<file path="src/rtl/queue_ctrl_pkg.sv">
// rtl/queue_ctrl_pkg.sv - shared types, defaults and round-robin pick helper for the queue front end
package queue_ctrl_pkg;

    localparam int DEF_NUM_REQ    = 4;
    localparam int DEF_DATA_WIDTH = 67;
    localparam int DEF_ID_W       = $clog2(DEF_NUM_REQ);
    localparam int MAX_REQ        = 16;

    typedef struct packed {
        logic [DEF_ID_W-1:0]       src;
        logic [DEF_DATA_WIDTH-1:0] data;
    } entry_t;

    typedef struct packed {
        logic       found;
        logic [3:0] idx;
    } pick_t;

    function automatic int entry_width(input int num_req, input int data_width);
        return data_width + $clog2(num_req);
    endfunction

    // Walks from the farthest offset back to the pointer so the last hit is the first in rr order.
    function automatic pick_t rr_pick(input logic [MAX_REQ-1:0] req,
                                      input logic [3:0]         ptr,
                                      input int                 num_req);
        pick_t p;
        int    j;
        p = '0;
        for (int i = MAX_REQ - 1; i >= 0; i--) begin
            j = int'(ptr) + i;
            if (j >= num_req) j = j - num_req;
            if (i < num_req && req[4'(j)]) begin
                p.found = 1'b1;
                p.idx   = 4'(j);
            end
        end
        return p;
    endfunction

endpackage

</file>
<file path="src/rtl/rr_arbiter.sv">
// rtl/rr_arbiter.sv - round-robin arbiter with its rotating priority pointer
module rr_arbiter
    import queue_ctrl_pkg::*;
#(
    parameter int NUM_REQ = DEF_NUM_REQ,
    parameter int ID_W    = $clog2(NUM_REQ)
) (
    input  logic               clk,
    input  logic               rst_n,
    input  logic [NUM_REQ-1:0] req,
    input  logic               block,
    output logic [NUM_REQ-1:0] gnt,
    output logic [ID_W-1:0]    idx
);

    logic [ID_W-1:0]    rr_ptr;
    logic [MAX_REQ-1:0] req_ext;
    pick_t              pick;

    always_comb begin
        req_ext              = '0;
        req_ext[NUM_REQ-1:0] = req;
        pick                 = rr_pick(req_ext, 4'(rr_ptr), NUM_REQ);
        idx                  = ID_W'(pick.idx);
        gnt                  = '0;
        if (pick.found && !block && rst_n) gnt[idx] = 1'b1;
    end

    // Explicit wrap keeps non-power-of-two NUM_REQ from landing on an unused index.
    always_ff @(posedge clk or negedge rst_n) begin
        if (!rst_n) begin
            rr_ptr <= '0;
        end else if (|gnt) begin
            rr_ptr <= (idx == ID_W'(NUM_REQ - 1)) ? '0 : idx + 1'b1;
        end
    end

endmodule

</file>
<file path="src/rtl/queue_rr_ctrl.sv">
// rtl/queue_rr_ctrl.sv - arbitrates producers onto the queue write port and streams its read port out
module queue_rr_ctrl
    import queue_ctrl_pkg::*;
#(
    parameter  int NUM_REQ     = DEF_NUM_REQ,
    parameter  int DATA_WIDTH  = DEF_DATA_WIDTH,
    localparam int ID_W        = $clog2(NUM_REQ),
    localparam int QUEUE_WIDTH = entry_width(NUM_REQ, DATA_WIDTH)
) (
    input  logic                          clk,
    input  logic                          rst_n,
    input  logic [NUM_REQ-1:0]            req,
    input  logic [NUM_REQ*DATA_WIDTH-1:0] req_data,
    output logic [NUM_REQ-1:0]            gnt,
    output logic                          q_wen,
    output logic [QUEUE_WIDTH-1:0]        q_din,
    input  logic                          q_full,
    output logic                          q_ren,
    input  logic                          q_empty,
    input  logic [QUEUE_WIDTH-1:0]        q_dout,
    output logic                          out_valid,
    output logic [DATA_WIDTH-1:0]         out_data,
    output logic [ID_W-1:0]               out_src,
    input  logic                          out_ready
);

    logic [ID_W-1:0]        arb_idx;
    logic [QUEUE_WIDTH-1:0] skid [2];
    logic                   rd_idx;
    logic                   wr_idx;
    logic [1:0]             occ;
    logic [1:0]             occ_next;
    logic                   inflight;
    logic                   pop;

    rr_arbiter #(
        .NUM_REQ (NUM_REQ),
        .ID_W    (ID_W)
    ) u_arb (
        .clk   (clk),
        .rst_n (rst_n),
        .req   (req),
        .block (q_full),
        .gnt   (gnt),
        .idx   (arb_idx)
    );

    always_comb begin
        q_wen = |gnt;
        q_din = {arb_idx, req_data[int'(arb_idx)*DATA_WIDTH +: DATA_WIDTH]};
    end

    // Reads are issued only when the word they return is guaranteed a skid slot.
    always_comb begin
        out_valid = (occ != 2'd0);
        pop       = out_valid && out_ready;
        occ_next  = occ + 2'(inflight) - 2'(pop);
        q_ren     = rst_n && !q_empty && !occ_next[1];
        out_data  = skid[rd_idx][DATA_WIDTH-1:0];
        out_src   = skid[rd_idx][QUEUE_WIDTH-1 -: ID_W];
    end

    always_ff @(posedge clk or negedge rst_n) begin
        if (!rst_n) begin
            skid[0]  <= '0;
            skid[1]  <= '0;
            rd_idx   <= 1'b0;
            wr_idx   <= 1'b0;
            occ      <= 2'd0;
            inflight <= 1'b0;
        end else begin
            inflight <= q_ren;
            occ      <= occ_next;
            if (inflight) begin
                skid[wr_idx] <= q_dout;
                wr_idx       <= ~wr_idx;
            end
            if (pop) rd_idx <= ~rd_idx;
        end
    end

endmodule
</file>
<file path="config.mk">
export PLATFORM = sky130hd
export DESIGN_NAME = queue_rr_ctrl
export DESIGN_NICKNAME = d
export VERILOG_FILES = /design/src/rtl/queue_ctrl_pkg.sv /design/src/rtl/rr_arbiter.sv /design/src/rtl/queue_rr_ctrl.sv
export SDC_FILE = /design/constraint.sdc
export NUM_CORES = 1
export LEC_CHECK = 0
export ABC_AREA = 0
export CAP_MARGIN = 20
export CORE_AREA = 4 4 189 191
export DETAILED_ROUTE_END_ITERATION = 16
export DIE_AREA = 0 0 193 195
export MAX_ROUTING_LAYER = met4
export SLEW_MARGIN = 20
export SYNTH_ARGS = -nofsm -noshare
export SYNTH_HDL_FRONTEND = slang
export SYNTH_SLANG_ARGS = --single-unit
</file>
<file path="constraint.sdc">
create_clock -name clk -period 3.9 [get_ports clk]
set_input_delay 0.78 -clock clk [delete_from_list [all_inputs] [get_ports clk]]
set_output_delay 0.78 -clock clk [all_outputs]
set_load 0.02 [all_outputs]
</file>
==> run metrics, run 1 <==
YS warnings=0; Final ANT Viol Nets=0; R2R Setup Slk=0.72 ns; kind of critical path=in -> out; WP buf/inv=6; Clock Pin Slew Worst Setup and Hold Paths=0.07 ns; final worst-path cycle share=101%; Horiz. Die Dim=a little under 200 um; worst reg2reg path endpoint=u_arb.rr_ptr[1]$_DFFE_PN0P_; fraction of the mapped netlist area in simple logic gates=1.15%; IO Port Bufs=roughly 500; Yosys cell types=38; via count=roughly 7700; H-tree depth=4; Slew Viols, Final=0; layout cell share with drive strength beyond 1=a little under two fifths; # nets final=~1600; Final Worst Setup Slack=-0.0382 ns; die height=between 150 and 200 um; #FFs+latches synth=approximately 150; Fmax=approximately 250 MHz; main combinational cell family by area after synthesis=multiplexers; Adder-Cell Fraction of Synth Area=approximately 1.3%; Power Density=1050 nW/um2; TritonCTS clock tree=built; syn_nets=around 1000; drt first pass iters=4; Max Cap Viol=0; largest net degree at the start of global routing=71; post-synthesis cell count=around 660; Hold Vio Cnt, Final=0; # IOs=about 490; Final Core Density=46.3%; Clock Path Buffers=2; initial DRC count=209; Place WS=-0.697 ns; placed cells=1628; vias in the first global route=~8100; Sequential Power Share=16.1%; sequential area share after synthesis=about two fifths; fin cells=around 1700; DIE AREA=between 30000 and 40000 um2; CP Data Required Time=3.12 ns; minimum clock period=approximately 4 ns; Mapped Area=8900 um2; GRT Total Usage=between 20% and 30%; peak supply drop=565 uV; Synth Area in XOR/XNOR=0.394%; first-pass GRT wire length=56700 um; family with the most delay on the worst path=buffers and inverters; gr ovfl total=0; Most common cell on crit path=buf_12; Num CTS Buffers=17; synthesis-to-layout area growth=77.7%; slowest CP cell=mux4_2; compound-cell area share of the yosys netlist=roughly 1.4%; power share of the clock group=a little under a tenth; CORE AREA=34100 um2; Worst Tran Pin Value=around 1.0 ns; total power draw=16.6 mW; depth of the worst register-to-register path=17; mean post-synth cell area=13.5 um2; final RePlAce weighted congestion=about 0.98; Initial Util=a little over a quarter; clk_lat worst skew=about 0.42 ns; initial antenna violation count=17; Root Driver=clkbuf_16; Int Pwr=9.69 mW; Cell Chain, Critical Path=clkdlybuf4s15_1, mux4_2, a311o_1, a22oi_4, buf_12, buf_16, buf_12, buf_12, mux2i_4, mux2i_1, buf_4; Sink Count=between 100 and 150; Critical Path Source=req[2]; WP data arrival=roughly 3.2 ns; sw frac=41.6%; wire per inst=roughly 24 um; max incr delay on CP=between 0.5 and 0.6 ns; Residual DRC=0; Layout Skew=roughly 0.0088 ns; Post-Route WL=just over 40000 um; multiplexer share of the synthesized area=50.0%; part of the power in combinational logic=74.3%; CTS Hold Buffers Added=0; NetSw=roughly 6.9 mW; CP Capture Type=output pin; failing checks=negative setup slack; RSZ-0062 raised after global routing=yes; hpwl dp=32500 um; Hold/Removal Path Class=in -> async; final setup TNS=-0.291 ns; Finish-stage setup viols=15; outcome=finished with violations; Vias/cell=4.49; CP Max Fanout=7; worst r2r src=u_arb.rr_ptr[0]$_DFFE_PN0P_; num rows=68; CP startpoint kind=input pin; slew margin rel.=between 30% and 40%; Leak=just under 7 nW
==> state kept, by name (all words and copies together), names as in the netlist <==
signal        count
rd_idx            1
u_arb.rr_ptr      2
inflight          1
occ               2
skid            138
wr_idx            1
==> cell type report <==
class | count | area (um2)
Sequential cell | 145 | 3630
Inverter | 8 | 32.5
Fill cell | 3170 | 18300
Antenna cell | 12 | 30.0
Timing Repair Buffer | 595 | 5830
Clock buffer | 18 | 429
Tap cell | 455 | 569
Multi-Input combinational cell | 462 | 5140
Clock inverter | 14 | 149
==> worst max-delay path by stage <==
stage | end | cells after the start
after global placement | q_din[30] | 9
final | q_din[13] | 11
after floorplan | q_wen | 11
after CTS | q_din[7] | 13
after global routing | q_din[46] | 13
after detailed placement | q_din[30] | 9
==> metrics by stage <==
stage / hold WS [ns] / area (um2)
3_3_place_gp: 0.480 / 14600
5_1_grt: 0.419 / 15800
3_5_place_dp: 0.476 / 14600
4_1_cts: 0.415 / 15500
2_1_floorplan: 0.457 / 8900
6_report: 0.416 / 15800
==> worst reg2reg max path, delay by kind of cell (launching register included) <==
| kind | cells | cell delay (ns) |
|---|---|---|
| flip-flops | 1 | 0.44 |
| multiplexers | 1 | 0.33 |
| AND/OR/NAND/NOR | 2 | 0.35 |
| adder cells (fa/ha/maj) | 2 | 0.35 |
| AO/OA/AOI/OAI | 3 | 0.48 |
| buffers and inverters | 9 | 1.09 |
==> layer usage <==
| layer | part of all wire [%] | GRT usage [%] | up-vias | wire length [um] |
|---|---|---|---|---|
| li1 | - | - | 3591 | - |
| met1 | 40 | 24.9 | 3752 | 16300 |
| met3 | 8.0 | 6.26 | 40 | 3260 |
| met5 | 0 | - | - | 0 |
| met4 | 1.7 | 3.93 | 0 | 688 |
| met2 | 51 | 36.4 | 282 | 20800 |
==> power groups by stage <==
stage                     logic (mW)  registers, mW  clock network, mW
after global routing            13.0           2.77               1.70
after CTS                       11.8           2.67               1.63
after detailed placement        11.1           2.69                  0
after global placement          11.1           2.66                  0
final                           12.3           2.67               1.58
after floorplan                 6.83           2.55                  0
==> synthesized netlist by cell type <==
master    instances  area (um2)
a211o_1           2        17.5
a211oi_1          1        7.51
a21boi_1          1        7.51
a21o_1            1        7.51
a21oi_1           1        5.00
a22oi_1           2        15.0
a22oi_4           1        21.3
a311o_1           1        10.0
a31oi_2           1        12.5
a41o_1            1        10.0
and2_1            1        6.26
and3b_1           1        8.76
buf_1            10        37.5
buf_12           13         260
buf_2             4        20.0
buf_6             2        22.5
bufbuf_8          1        18.8
clkbuf_1         17        63.8
dfrtp_1         145        3630
ha_1              9         113
inv_1             6        22.5
inv_2             2        7.51
mux2_1            1        11.3
mux2_2          209        2350
mux2_4            1        15.0
mux2i_1         204        2040
mux4_2            1        22.5
nand2_1           3        11.3
nand2b_1          1        6.26
nor2_1            5        18.8
nor2b_1           2        12.5
nor3_1            3        15.0
nor3_2            1        10.0
nor3b_1           1        7.51
o31ai_1           1        7.51
or2_2             1        6.26
xnor2_1           2        17.5
xor2_1            2        17.5
==> cell families after synthesis <==
| group | count (synthesis) |
|---|---|
| AO/OA/AOI/OAI | 13 |
| XOR/XNOR | 4 |
| adder cells (fa/ha/maj) | 9 |
| buffers and inverters | 55 |
| flip-flops | 145 |
| multiplexers | 416 |
| AND/OR/NAND/NOR | 19 |
==> repair_timing <==
action                                  4_1_cts  5_1_grt
endpoints found under the setup margin       72       73
resized for setup                           288      102
pin swaps                                     6        5
setup buffers                                18       16
endpoints found under the hold margin         0        0
cloned                                        6        1
==> cells in the final DEF, fill, tap and decap left out, types with 3 or more instances in the layout <==
master and instances:
buf_8 4, ha_1 6, mux2i_2 14, buf_2 34, diode_2 12, clkdlybuf4s15_1 4
mux2i_1 181, inv_2 4, ha_4 3, inv_8 4, clkbuf_2 8, mux2_2 209
clkinv_8 3, nor2_1 3, buf_16 5, inv_1 3, mux2i_4 9, buf_4 91
clkdlybuf4s50_1 410, buf_6 20, buf_12 16, clkbuf_16 18, dfrtp_1 143, nor3_4 3
No activity file was read; power rests on OpenSTA's default activity.
==> run 2: changes to the inputs <==
--- a/config.mk
+++ b/config.mk
@@ -10,8 +10,10 @@
 export CORE_AREA = 4 4 189 191
 export DETAILED_ROUTE_END_ITERATION = 16
 export DIE_AREA = 0 0 193 195
+export HOLD_SLACK_MARGIN = 0.12
 export MAX_ROUTING_LAYER = met4
 export SLEW_MARGIN = 20
 export SYNTH_ARGS = -nofsm -noshare
 export SYNTH_HDL_FRONTEND = slang
 export SYNTH_SLANG_ARGS = --single-unit
+export TNS_END_PERCENT = 100
==> results of run 2 <==
The final DEF is identical to that of run 1; final timing and power are the same.
